[config.mk]
export PLATFORM = sky130hd
export DESIGN_NAME = riscv_hazard_unit
export DESIGN_NICKNAME = d
export VERILOG_FILES = /design/src/rtl/riscv_pkg.sv /design/src/rtl/riscv_lop_scoreboard.sv /design/src/rtl/riscv_hazard_unit.sv
export SDC_FILE = /design/constraint.sdc
export NUM_CORES = 1
export LEC_CHECK = 0
export CORE_UTILIZATION = 30
export CTS_CLUSTER_SIZE = 10
export DETAILED_ROUTE_END_ITERATION = 12
export PLACE_DENSITY = 0.51
export SLEW_MARGIN = 20
export SYNTH_ARGS = -nofsm -noshare
export SYNTH_HDL_FRONTEND = slang
export SYNTH_HIERARCHICAL = 1
export SYNTH_SLANG_ARGS = --single-unit
[constraint.sdc]
create_clock -name clk -period 7.7 [get_ports clk]
set_input_delay 1.925 -clock clk [delete_from_list [all_inputs] [get_ports clk]]
set_output_delay 1.925 -clock clk [all_outputs]
set_load 0.05 [all_outputs]
[src/rtl/riscv_pkg.sv]
// Shared types for the hazard controller: EX operand forward selects.
package riscv_pkg;

    typedef enum logic [1:0] {
        FWD_RF  = 2'b00,
        FWD_WB  = 2'b01,
        FWD_MEM = 2'b10,
        FWD_LOP = 2'b11
    } fwd_sel_e;

    localparam int unsigned FWD_SEL_W = 2;

endpackage

[src/rtl/riscv_lop_scoreboard.sv]
// Tracks outstanding long-latency (mul/div) ops: per-register pending bits,
// occupancy count, full flag and a sticky protocol-error flag.
module riscv_lop_scoreboard #(
    parameter int unsigned RF_ADDR_WIDTH = 5,
    parameter int unsigned LOP_DEPTH     = 4
) (
    input  logic                         clk,
    input  logic                         rst_n,
    input  logic                         issue,
    input  logic [RF_ADDR_WIDTH-1:0]     issue_rd,
    input  logic                         done,
    input  logic [RF_ADDR_WIDTH-1:0]     done_rd,
    input  logic                         kill,
    output logic [(2**RF_ADDR_WIDTH)-1:0] pending,
    output logic                         full,
    output logic                         err
);

    localparam int unsigned NUM_RF = 2 ** RF_ADDR_WIDTH;
    localparam int unsigned CNT_W  = $clog2(LOP_DEPTH + 1);

    logic [NUM_RF-1:0] pending_q, pending_d;
    logic [CNT_W-1:0]  count_q, count_d;
    logic              err_q, err_d;
    logic              done_ok, issue_ok;

    assign full    = (count_q == CNT_W'(LOP_DEPTH));
    assign pending = pending_q;
    assign err     = err_q;

    // A completion must match something outstanding; x0 results only free a slot.
    assign done_ok  = done && (count_q != '0) &&
                      ((done_rd == '0) || pending_q[done_rd]);
    assign issue_ok = issue && (!full || done_ok);

    always_comb begin
        pending_d = pending_q;
        count_d   = count_q;
        err_d     = err_q;

        if ((done && !done_ok) || (issue && !issue_ok)) begin
            err_d = 1'b1;
        end

        // Clear before set so a same-rd issue+done leaves the bit set.
        if (done_ok && (done_rd != '0)) begin
            pending_d[done_rd] = 1'b0;
        end
        if (issue_ok && (issue_rd != '0)) begin
            pending_d[issue_rd] = 1'b1;
        end

        if (issue_ok && !done_ok) begin
            count_d = count_q + CNT_W'(1);
        end else if (!issue_ok && done_ok) begin
            count_d = count_q - CNT_W'(1);
        end

        if (kill) begin
            pending_d = '0;
            count_d   = '0;
        end
    end

    always_ff @(posedge clk or negedge rst_n) begin
        if (!rst_n) begin
            pending_q <= '0;
            count_q   <= '0;
            err_q     <= 1'b0;
        end else begin
            pending_q <= pending_d;
            count_q   <= count_d;
            err_q     <= err_d;
        end
    end

endmodule

[src/rtl/riscv_hazard_unit.sv]
// Hazard controller for the 5-stage core: EX forward selects, ID stall for
// load-use / long-op dependencies, and a saturating stall-cycle counter.
module riscv_hazard_unit
    import riscv_pkg::*;
#(
    parameter int unsigned RF_ADDR_WIDTH = 5,
    parameter int unsigned NUM_SRC       = 2,
    parameter int unsigned LOP_DEPTH     = 4,
    parameter int unsigned STALL_CNT_W   = 32
) (
    input  logic                                  clk,
    input  logic                                  rst_n,
    input  logic [NUM_SRC-1:0][RF_ADDR_WIDTH-1:0] rs_id_i,
    input  logic [RF_ADDR_WIDTH-1:0]              rd_id_i,
    input  logic                                  reg_write_id_i,
    input  logic                                  lop_id_i,
    input  logic [NUM_SRC-1:0][RF_ADDR_WIDTH-1:0] rs_ex_i,
    input  logic [RF_ADDR_WIDTH-1:0]              rd_ex_i,
    input  logic                                  reg_write_ex_i,
    input  logic                                  mem_read_ex_i,
    input  logic [RF_ADDR_WIDTH-1:0]              rd_mem_i,
    input  logic                                  reg_write_mem_i,
    input  logic [RF_ADDR_WIDTH-1:0]              rd_wb_i,
    input  logic                                  reg_write_wb_i,
    input  logic                                  lop_issue_i,
    input  logic [RF_ADDR_WIDTH-1:0]              lop_issue_rd_i,
    input  logic                                  lop_done_i,
    input  logic [RF_ADDR_WIDTH-1:0]              lop_done_rd_i,
    input  logic                                  lop_kill_i,
    input  logic                                  perf_clr_i,
    output logic [NUM_SRC-1:0][FWD_SEL_W-1:0]     fwd_sel_o,
    output logic                                  stall_o,
    output logic                                  lop_full_o,
    output logic                                  err_o,
    output logic [STALL_CNT_W-1:0]                stall_cnt_o
);

    localparam int unsigned NUM_RF = 2 ** RF_ADDR_WIDTH;

    logic [NUM_RF-1:0]      pending;
    logic                   lop_full;
    logic                   load_use, raw_lop, waw_lop, struct_lop;
    logic [STALL_CNT_W-1:0] stall_cnt_q, stall_cnt_d;
    logic                   unused_reg_write_ex;

    // Any instruction in EX that is a load writes rd, so the write flag adds nothing.
    assign unused_reg_write_ex = reg_write_ex_i;

    riscv_lop_scoreboard #(
        .RF_ADDR_WIDTH (RF_ADDR_WIDTH),
        .LOP_DEPTH     (LOP_DEPTH)
    ) u_scoreboard (
        .clk      (clk),
        .rst_n    (rst_n),
        .issue    (lop_issue_i),
        .issue_rd (lop_issue_rd_i),
        .done     (lop_done_i),
        .done_rd  (lop_done_rd_i),
        .kill     (lop_kill_i),
        .pending  (pending),
        .full     (lop_full),
        .err      (err_o)
    );

    assign lop_full_o = lop_full;

    always_comb begin
        for (int i = 0; i < int'(NUM_SRC); i++) begin
            fwd_sel_o[i] = FWD_RF;
            if (rs_ex_i[i] != '0) begin
                if (reg_write_mem_i && (rd_mem_i == rs_ex_i[i])) begin
                    fwd_sel_o[i] = FWD_MEM;
                end else if (reg_write_wb_i && (rd_wb_i == rs_ex_i[i])) begin
                    fwd_sel_o[i] = FWD_WB;
                end else if (lop_done_i && (lop_done_rd_i == rs_ex_i[i])) begin
                    fwd_sel_o[i] = FWD_LOP;
                end
            end
        end
    end

    always_comb begin
        load_use = 1'b0;
        raw_lop  = 1'b0;
        for (int k = 0; k < int'(NUM_SRC); k++) begin
            if (mem_read_ex_i && (rd_ex_i != '0) && (rd_ex_i == rs_id_i[k])) begin
                load_use = 1'b1;
            end
            if ((rs_id_i[k] != '0) && pending[rs_id_i[k]]) begin
                raw_lop = 1'b1;
            end
        end
        waw_lop    = reg_write_id_i && (rd_id_i != '0) && pending[rd_id_i];
        struct_lop = lop_id_i && lop_full;
        stall_o    = load_use || raw_lop || waw_lop || struct_lop;
    end

    always_comb begin
        stall_cnt_d = stall_cnt_q;
        if (perf_clr_i) begin
            stall_cnt_d = '0;
        end else if (stall_o && (stall_cnt_q != {STALL_CNT_W{1'b1}})) begin
            stall_cnt_d = stall_cnt_q + STALL_CNT_W'(1);
        end
    end

    always_ff @(posedge clk or negedge rst_n) begin
        if (!rst_n) begin
            stall_cnt_q <= '0;
        end else begin
            stall_cnt_q <= stall_cnt_d;
        end
    end

    assign stall_cnt_o = stall_cnt_q;

endmodule

# Yosys cells after proc, flatten, opt, wreduce, memory -nomap -nowiden
# Cells that the tools add are included.
# word_totals
regBits	68
inputBits	62
out_inout_bits	39
wordCells	106
# classes
addsub	3
magnitude_cmp	7
eq_ne	10
muxes	32
n_bitwise	3
reduce_logical	47
# op_table
cell	count
$mux W32	5
$eq A5 B5 Y1	8
$reduce_bool A5 Y1	8
$add A32 B1 Y32 const B	1
$and A32 B32 Y32	1
$ne A32 B32 Y1 const B	1
$not A32 Y32	1
$or A32 B32 Y32	1
$lt A5 B6 Y1 const B	5
$logic_and A1 B1 Y1	26
$bmux W1 S5	4
$mux W2	8
$demux W1 S5	2
$ge A5 B1 Y1 const B	2
$mux W1	10
$mux W3	3
$logic_or A1 B1 Y1	6
$reduce_bool A3 Y1	2
$logic_not A5 Y1	1
$add A3 B1 Y3 const B	1
$eq A3 B3 Y1 const B	1
$logic_not A1 Y1	3
$sub A3 B1 Y3 const B	1
$reduce_bool A2 Y1	1

# Depth between registers and ports, before layout
# Gate-level depths: netlist (run 1).
# depth
ltp_word	11
ltp_mapped	13
depth_no_buf	11

# Cells and area by module
# Netlist (run 1), hierarchy kept.
# modules_own_cells
module	instances	cells_each	area_per_inst_um2	seq_area_each_um2
riscv_hazard_unit	1	343	3123.0	800.8
riscv_lop_scoreboard	1	215	2264.7	900.9

# Worst setup path after synthesis (run 1)
# OpenSTA, ideal clock, no wires.
# synth_timing
path_kind	input-to-output
startpoint	input rs_id_i[0] (netlist name)
endpoint	output stall_o
t_arrival_ns	4.187
required_time_ns	5.775
slack_ns	1.588
cell_stages	6
n_path_buf	2
path_cell_list	buf_2 mux4_2 mux4_2 a2111oi_4 buf_2 inv_1
# synth_via
elab_chain_len	8
word_cells_on_any_way	13
cone_classes	eq/ne (1); mux (6); reduce/logical (6)
# synth_lines
element	line	source
start, declared	riscv_hazard_unit.sv:13	input logic [NUM_SRC-1:0][RF_ADDR_WIDTH-1:0] rs_id_i,
$bmux W1 S5	riscv_hazard_unit.sv:89	if ((rs_id_i[k] != '0) && pending[rs_id_i[k]]) begin
$mux W1 (not written as such)	riscv_hazard_unit.sv:89	
$logic_and A1 B1 Y1	riscv_hazard_unit.sv:89	
$mux W1 (2 in a row)	riscv_hazard_unit.sv:89	
$logic_or A1 B1 Y1 (*) (3 in a row)	riscv_hazard_unit.sv:95	stall_o = load_use || raw_lop || waw_lop || struct_lop;
end, declared	riscv_hazard_unit.sv:32	output logic stall_o,
# Mark *: on every way between the ends. The rest lies on a longest branch, timed or not. The select of a mux whose other input is x is not followed.

# Worst setup path in the final report (run 1)
# layout_timing
startpoint	input rd_id_i[0]
endpoint	output stall_o
# layout_via
elab_chain_len	5
word_cells_on_any_way	7
cone_classes	mux (2); reduce/logical (5)
# layout_lines
element	line	source
start, declared	riscv_hazard_unit.sv:14	input logic [RF_ADDR_WIDTH-1:0] rd_id_i,
$bmux W1 S5 or $reduce_bool A5 Y1 (tied branches)	riscv_hazard_unit.sv:93	waw_lop = reg_write_id_i && (rd_id_i != '0) && pending[rd_id_i];
$mux W1 (not written as such) or $logic_and A1 B1 Y1 (tied branches)	riscv_hazard_unit.sv:93	
$logic_and A1 B1 Y1 (*)	riscv_hazard_unit.sv:93	
$logic_or A1 B1 Y1 (*) (2 in a row)	riscv_hazard_unit.sv:95	
# Marked as above.

==> results of run 1 <==
==> cells in the mapped netlist (2+ instances only) <==
master / instances / area (um^2)
nor2b_1: 21 / 131
xor2_1: 29 / 254
nor2_1: 17 / 63.8
and3_1: 15 / 93.8
ha_1: 2 / 25.0
nand4_1: 20 / 125
a21oi_1: 32 / 160
and4_1: 3 / 26.3
o31ai_1: 5 / 37.5
xnor2_1: 13 / 114
mux2i_1: 4 / 40.0
o21a_1: 7 / 52.6
buf_4: 2 / 15.0
nand3b_1: 7 / 52.6
clkbuf_1: 18 / 67.6
nor4_1: 7 / 43.8
mux4_1: 3 / 78.8
nand3_1: 25 / 125
buf_6: 9 / 101
a22oi_1: 2 / 15.0
or4_1: 9 / 67.6
or3b_2: 2 / 17.5
o21ai_0: 22 / 110
o221ai_1: 26 / 228
mux2_2: 5 / 56.3
nand2_1: 29 / 109
buf_2: 7 / 35.0
a31oi_1: 6 / 37.5
inv_1: 8 / 30.0
mux4_2: 26 / 586
inv_2: 2 / 7.51
nor3_1: 8 / 40.0
o311ai_1: 28 / 245
a221oi_1: 2 / 17.5
o21ai_1: 20 / 100
or2_1: 3 / 18.8
or3_1: 27 / 169
and2_1: 4 / 25.0
dfrtp_1: 68 / 1700
==> cell type report <==
class                   count  area [um^2]  area share (%)
flip-flops and latches     68         1700            25.0
well taps                 225          282            4.13
multi-input cells         442         3420            50.2
clock inverters             3         45.0           0.661
repair buffers            109         1060            15.6
inverters                  11         42.5           0.624
clock buffers              12          267            3.91
==> worst paths after layout <==
kind | depth (start not counted) | from | to | slack [ns]
worst max-delay path | 9 | rd_id_i[0] | stall_o | 0.73
worst min-delay path | 2 | u_scoreboard/err | u_scoreboard/err | 0.49
worst max register to register | 11 | u_scoreboard/pending[9] | u_scoreboard/count_q[2] | 4.31
worst min register to register | 2 | u_scoreboard/err | u_scoreboard/err | 0.49
max in group asynchronous | 2 | rst_n | u_scoreboard/pending[21] | 5.30
min in group asynchronous | 2 | rst_n | stall_cnt_o[9] | 1.78
==> registers in the layout, indices dropped and copies added (netlist names) <==
register / count
stall_cnt_o: 32
u_scoreboard/pending: 32
u_scoreboard/count_q: 3
u_scoreboard/err: 1
==> stage by stage <==
| step | hold slack, ns | cell area [um^2] | std cells | util [%] |
|---|---|---|---|---|
| 6_report | 0.489 | 6820 | 870 | 39.2 |
| 5_1_grt | 0.529 | 6820 | 870 | 39.2 |
| 4_1_cts | 0.492 | 6820 | 870 | 39.2 |
| 3_5_place_dp | 0.467 | 6510 | 855 | 37.4 |
| 3_3_place_gp | 0.483 | 6510 | 855 | 37.4 |
| 2_1_floorplan | 0.464 | 5390 | 558 | - |
==> where the power goes <==
group	switching (uW)	total, uW	internal (uW)
clock network	150	426	275
registers	15.6	385	369
logic	179	287	108
total	345	1100	752
==> routing by layer <==
layer | GRT usage (%) | routed length, um | vias to the layer above
met5 | 0 | 0 | -
li1 | - | - | 2379
met2 | 29.8 | 8250 | 193
met4 | 5.12 | 190 | 0
met1 | 27.4 | 7970 | 2662
met3 | 3.17 | 1260 | 16
==> cell families (layout without fill, tap and decap cells) <==
logic type	Yosys count	count (layout)	share of synthesized area, %
adder cells (fa/ha/maj)	3	3	0.836
XOR/XNOR	42	42	6.83
flip-flops	68	68	31.6
buffers and inverters	48	135	4.92
AND/OR/NAND/NOR	200	200	21.1
AO/OA/AOI/OAI	158	158	20.4
multiplexers	39	39	14.3
==> placed cells by master (no fill, tap or decap), types with 8 or more instances in the layout <==
cell type / n
xnor2_1: 13
clkdlybuf4s50_1: 98
nor2_1: 17
o21ai_0: 22
nor2b_1: 21
o311ai_1: 28
nor3_1: 8
o221ai_1: 26
nand2_1: 29
nand3_1: 25
or4_1: 9
o21ai_1: 20
dfrtp_1: 68
and3_1: 15
or3_1: 27
xor2_1: 29
clkbuf_16: 9
mux4_2: 26
inv_1: 8
buf_4: 10
nand4_1: 20
a21oi_1: 32
==> critical path, cell delays in order <==
cell	delay, ns
clkdlybuf4s50_1	0.81
mux4_2	0.57
mux2i_1	0.17
o21ai_0	0.13
a31oi_1	0.19
nor2_1	0.10
a2111oi_4	0.35
inv_1	0.07
clkdlybuf4s50_1	0.72
==> impl_metrics.csv, run 1 <==
group,metric,value,unit
place,port_buffers,99,
floorplanning,start_util,30.9,%
sta,finalHoldViolCount,0,
route,ant_nets,0,
cts,cts_max_path_buffers,2,
route,post_drt_wl_per_cell,20.3,um
route,drc,0,
global_route,grt_pass1_wl,27.4,mm
place,gp_congestion,0.854,
route,drt-pass1-iter-count,7,
sta,worst_pin_slew,0.908,ns
worst_setup_path,path_class,"input port to primary output",
route,first_iter_violations,424,
power_and_ir_drop,vdd_ir_drop_max,0.114,mV
flow_run,drv_cap,0,
sta,post-route-min-period,6.97,ns
place,place_ws,0.652,ns
finish,layout.nets,706,
power_and_ir_drop,leakage,0.00248,uW
route,vias,5250,
floorplanning,dieHeight,136,um
cts,cts-root-buf,"clkbuf_16",
floorplanning,die_area,18500,um^2
cts,cts_tree,"yes",
synthesis,synth_cell_types,54,
global_route,antenna_found_initial,0,
synthesis,seq_area_frac_synth,31.6,%
synthesis,syn_inst,558,
global_route,grt_usage,19.2,%
sta,setup_viol,0,
sta,fin_setup_tns,0,ns
global_route,grt_pass1_vias,5042,
sta,postLayoutSetupSlackWorst,0.735,ns
floorplanning,die_w,136,um
cts,htreeDepth,3,
sta,skew,0.00672,ns
worst_setup_path,cp_max_fo,9,
finish,antenna_cells,0,
place,hpwlAfterDp,12.6,mm
worst_setup_path,crit_required,5.78,ns
worst_setup_path,arrival,5.04,ns
sta,max_freq,0.144,GHz
cts,cts_resized,0,
synthesis,synth_edf_count,0,
synthesis,syn-cell-area,5390,um^2
sta,fin_crit_sh,90.5,%
cts,post_cts_buffers,0,
worst_setup_path,end_kind,"primary output",
worst_setup_path,critPathLaunchType,"input port",
sta,maxSlewViolCount,0,
min_path,hp-class,"register to register",
synthesis,ys_ff_latch,68,
finish,fillers,1732,
route,totalWireLength,17.7,mm
finish,drive_above_1_share,10.1,%
synthesis,syn_avg_cell_area,9.66,um^2
global_route,grt-ovfl-total,0,
finish,area_delta_synth_final,26.6,%
power_and_ir_drop,p_per_area,161,nW/um^2
synthesis,synth_ff_type,"dfrtp_1",
floorplanning,io-pin-count,101,
floorplanning,core_area,17400,um^2
cts,clk_pin_slew_worst_paths,0.06,ns
run_status,status,"completed",
sta,relSlewSlack,39.5,%
global_route,grt_max_degree,69,
power_and_ir_drop,power.total,1100,uW
synthesis,yosys_warnings,6,
cts,clock_latency,0.33,ns
synthesis,syn_nets,623,
route,vias_per_cell,6.03,
floorplanning,rows,48,
sta,rsz0062_at_grt,"no",
synthesis,async_reset_ff_share,100,%
cts,cts_sinks,68,
cts,cts_buffers,9,
cts,cts_hold_buf,0,
No activity file was read; power rests on OpenSTA's default activity.
==> inputs of run 2 (changes only) <==
--- a/config.mk
+++ b/config.mk
@@ -5,10 +5,11 @@
 export SDC_FILE = /design/constraint.sdc
 export NUM_CORES = 1
 export LEC_CHECK = 0
+export ABC_AREA = 1
 export CORE_UTILIZATION = 30
 export CTS_CLUSTER_SIZE = 10
 export DETAILED_ROUTE_END_ITERATION = 12
-export PLACE_DENSITY = 0.51
+export PLACE_DENSITY = 0.5
 export SLEW_MARGIN = 20
 export SYNTH_ARGS = -nofsm -noshare
 export SYNTH_HDL_FRONTEND = slang
==> run 2 against run 1 <==
Clock-buffer cell count down 1. Global-route usage grew 1.8 points. Clock power fell by 2%. Sequential power fell by 2%. Utilization decreased by 1.7 points. Critical endpoint unchanged. Largest cell class unchanged.
==> impl_metrics.csv, run 2 <==
group,metric,value,unit
run_status,status,"completed",
route,drc,0,
route,ant_nets,0,
floorplanning,dieHeight,150,um
floorplanning,start_util,30.9,%
worst_setup_path,path_depth,14,
worst_setup_path,cp_max_fo,18,
route,wl_met1,10.9,mm
sta,relSlewSlack,28.3,%
global_route,grt-ovfl-total,0,
worst_setup_path,rr_worst_depth,9,
worst_setup_path,crit_required,5.78,ns
route,totalWireLength,23.1,mm
route,post_drt_wl_per_cell,16.4,um
place,hpwlAfterDp,16.6,mm
global_route,antenna_found_initial,0,
worst_setup_path,end_kind,"primary output",
synthesis,seq_area_frac_synth,26.0,%
power_and_ir_drop,p_per_area,139,nW/um^2
synthesis,synth_top_cell_area_share,26.0,%
floorplanning,core_area,21200,um^2
synthesis,synth_edf_count,0,
sta,worst_pin_slew,1.07,ns
synthesis,synthTopCellsByCount,"359 x nand2_1, 132 x inv_1, 91 x nand3_1, 73 x nand4_1, 68 x dfrtp_1",
worst_setup_path,crit_top_cell,"nand2_1",
worst_setup_path,cp_cell_sequence,"clkdlybuf4s50_1, inv_4, nand2_1, nand3_1, nand2_1, nand2_1, nand2_1, clkinv_1, nand2_1, nand2_1, nand2_1, nor2_1, nand2_2, clkdlybuf4s50_1",
min_path,hold_depth,2,
finish,area_delta_synth_final,21.4,%
sta,maxSlewViolCount,0,
power_and_ir_drop,vdd_ir_drop_max,0.101,mV
place,port_buffers,99,
finish,layout_commonest_cell,"nand2_1",
global_route,grt_max_degree,69,
cts,clock_latency,0.34,ns
finish,drive_above_1_share,5.89,%
sta,skew,0.0132,ns
route,vias,7246,
worst_setup_path,critPathTopFamily,"buffers and inverters",
cts,cts_buffers,9,
floorplanning,rows,53,
synthesis,syn_nets,1126,
cts,clk_pin_slew_worst_paths,0.05,ns
finish,layout.nets,1199,
worst_setup_path,critPathSlowestCell,"clkdlybuf4s50_1",
synthesis,synth.area.top_cells,"dfrtp_1 26%, nand2_1 21%, inv_1 7.6%, nand4_1 7.0%, nand3_1 7.0%",
worst_setup_path,critPathLaunchType,"input port",
sta,fin_crit_sh,86.9,%
cts,htreeDepth,3,
sta,fin_setup_tns,0,ns
floorplanning,die_area,22400,um^2
floorplanning,io-pin-count,101,
synthesis,async_reset_ff_share,100,%
min_path,hp-class,"register to register",
place,gp_congestion,0.844,
synthesis,syn_avg_cell_area,6.17,um^2
cts,cts_resized,0,
sta,rsz0062_at_grt,"no",
route,dr_wl_met3,1.15,mm
route,first_iter_violations,539,
global_route,grt_usage,21.0,%
synthesis,synth_cell_types,42,
synthesis,yosys_warnings,6,
global_route,grt_pass1_wl,36.6,mm
synthesis,syn-cell-area,6550,um^2
sta,setup_viol,0,
synthesis,syn_inst,1061,
finish,final_cell_mix,"359 x nand2_1, 132 x inv_1, 98 x clkdlybuf4s50_1, 91 x nand3_1, 73 x nand4_1",
sta,post-route-min-period,6.69,ns
synthesis,synth_area_leader_cell,"dfrtp_1",
route,dr_wl_met2,10.8,mm
finish,antenna_cells,0,
floorplanning,die_w,150,um
worst_setup_path,path_class,"input port to primary output",
sta,max_freq,0.149,GHz
cts,cts-root-buf,"clkbuf_16",
worst_setup_path,crit_buf_inv,4,
sta,finalHoldViolCount,0,
cts,post_cts_buffers,0,
synthesis,ys_ff_latch,68,
flow_run,drv_cap,0,
route,vias_per_cell,5.13,
global_route,grt_pass1_vias,6707,
synthesis,synth.most_common_cell,"nand2_1",
worst_setup_path,cp_slowest_stage_delay,0.97,ns
cts,cts_hold_buf,0,
cts,cts_max_path_buffers,2,
route,topRoutingLayerUsed,"met4",
cts,cts_sinks,68,
worst_setup_path,arrival,4.77,ns
synthesis,synth_ff_type,"dfrtp_1",
cts,cts_tree,"yes",
route,drt-pass1-iter-count,5,
sta,holdWs,0.525,ns
power_and_ir_drop,leakage,0.00380,uW
==> run 2: tightest hold or removal path: stages, from the launching register on <==
cell and delay, ns:
dfrtp_1 0.37, a21oi_1 0.05, o21ai_1 0.07
==> run 2: layer usage <==
| layer | track usage, % | up-vias |
|---|---|---|
| met5 | 0 | - |
| met4 | 5.71 | 0 |
| met3 | 2.77 | 24 |
| met2 | 34.0 | 205 |
| met1 | 29.0 | 3387 |
| li1 | - | 3630 |
==> run 2: power breakdown <==
part           switching [uW]  internal, uW  leakage, uW  total [uW]
logic                     211          96.4      0.00272         307
registers                10.4           368     0.000940         378
clock network             162           257     0.000138         419
total                     383           721      0.00380        1100
==> run 2: worst paths after layout <==
| check | start | end | slack, ns |
|---|---|---|---|
| max in group asynchronous | rst_n | u_scoreboard/err | 5.34 |
| worst min-delay path | u_scoreboard/err | u_scoreboard/err | 0.52 |
| min in group asynchronous | rst_n | u_scoreboard/count_q[2] | 1.75 |
| worst min register to register | u_scoreboard/err | u_scoreboard/err | 0.52 |
| worst max-delay path | rs_id_i[5] | stall_o | 1.01 |
| worst max register to register | stall_cnt_o[1] | stall_cnt_o[10] | 4.37 |
==> run 2: final cells by class <==
| cell class | instances | area [um^2] |
|---|---|---|
| clock buffers | 11 | 243 |
| clock inverters | 4 | 50.0 |
| fillers | 2342 | 13300 |
| inverters | 145 | 547 |
| multi-input cells | 804 | 4030 |
| flip-flops and latches | 68 | 1700 |
| well taps | 275 | 344 |
| repair buffers | 106 | 1040 |
==> run 2: stage by stage <==
step	total power (uW)	worst slack [ns]	instance area (um^2)	util [%]	cells
6_report	1100	1.01	7950	37.5	1413
5_1_grt	1160	0.817	7950	37.5	1413
4_1_cts	1120	1.00	7950	37.5	1413
3_5_place_dp	691	1.01	7660	36.1	1398
3_3_place_gp	691	1.00	7660	36.1	1398
2_1_floorplan	594	2.11	6550	-	1061
==> run 2: cells by family after synthesis <==
group,after synthesis,share of synthesized area [%]
flops,68,26.0
xor+xnor,41,5.48
buf+inv,189,12.5
compound gates,109,9.34
fa+ha+maj,3,0.688
simple gates,651,46.0
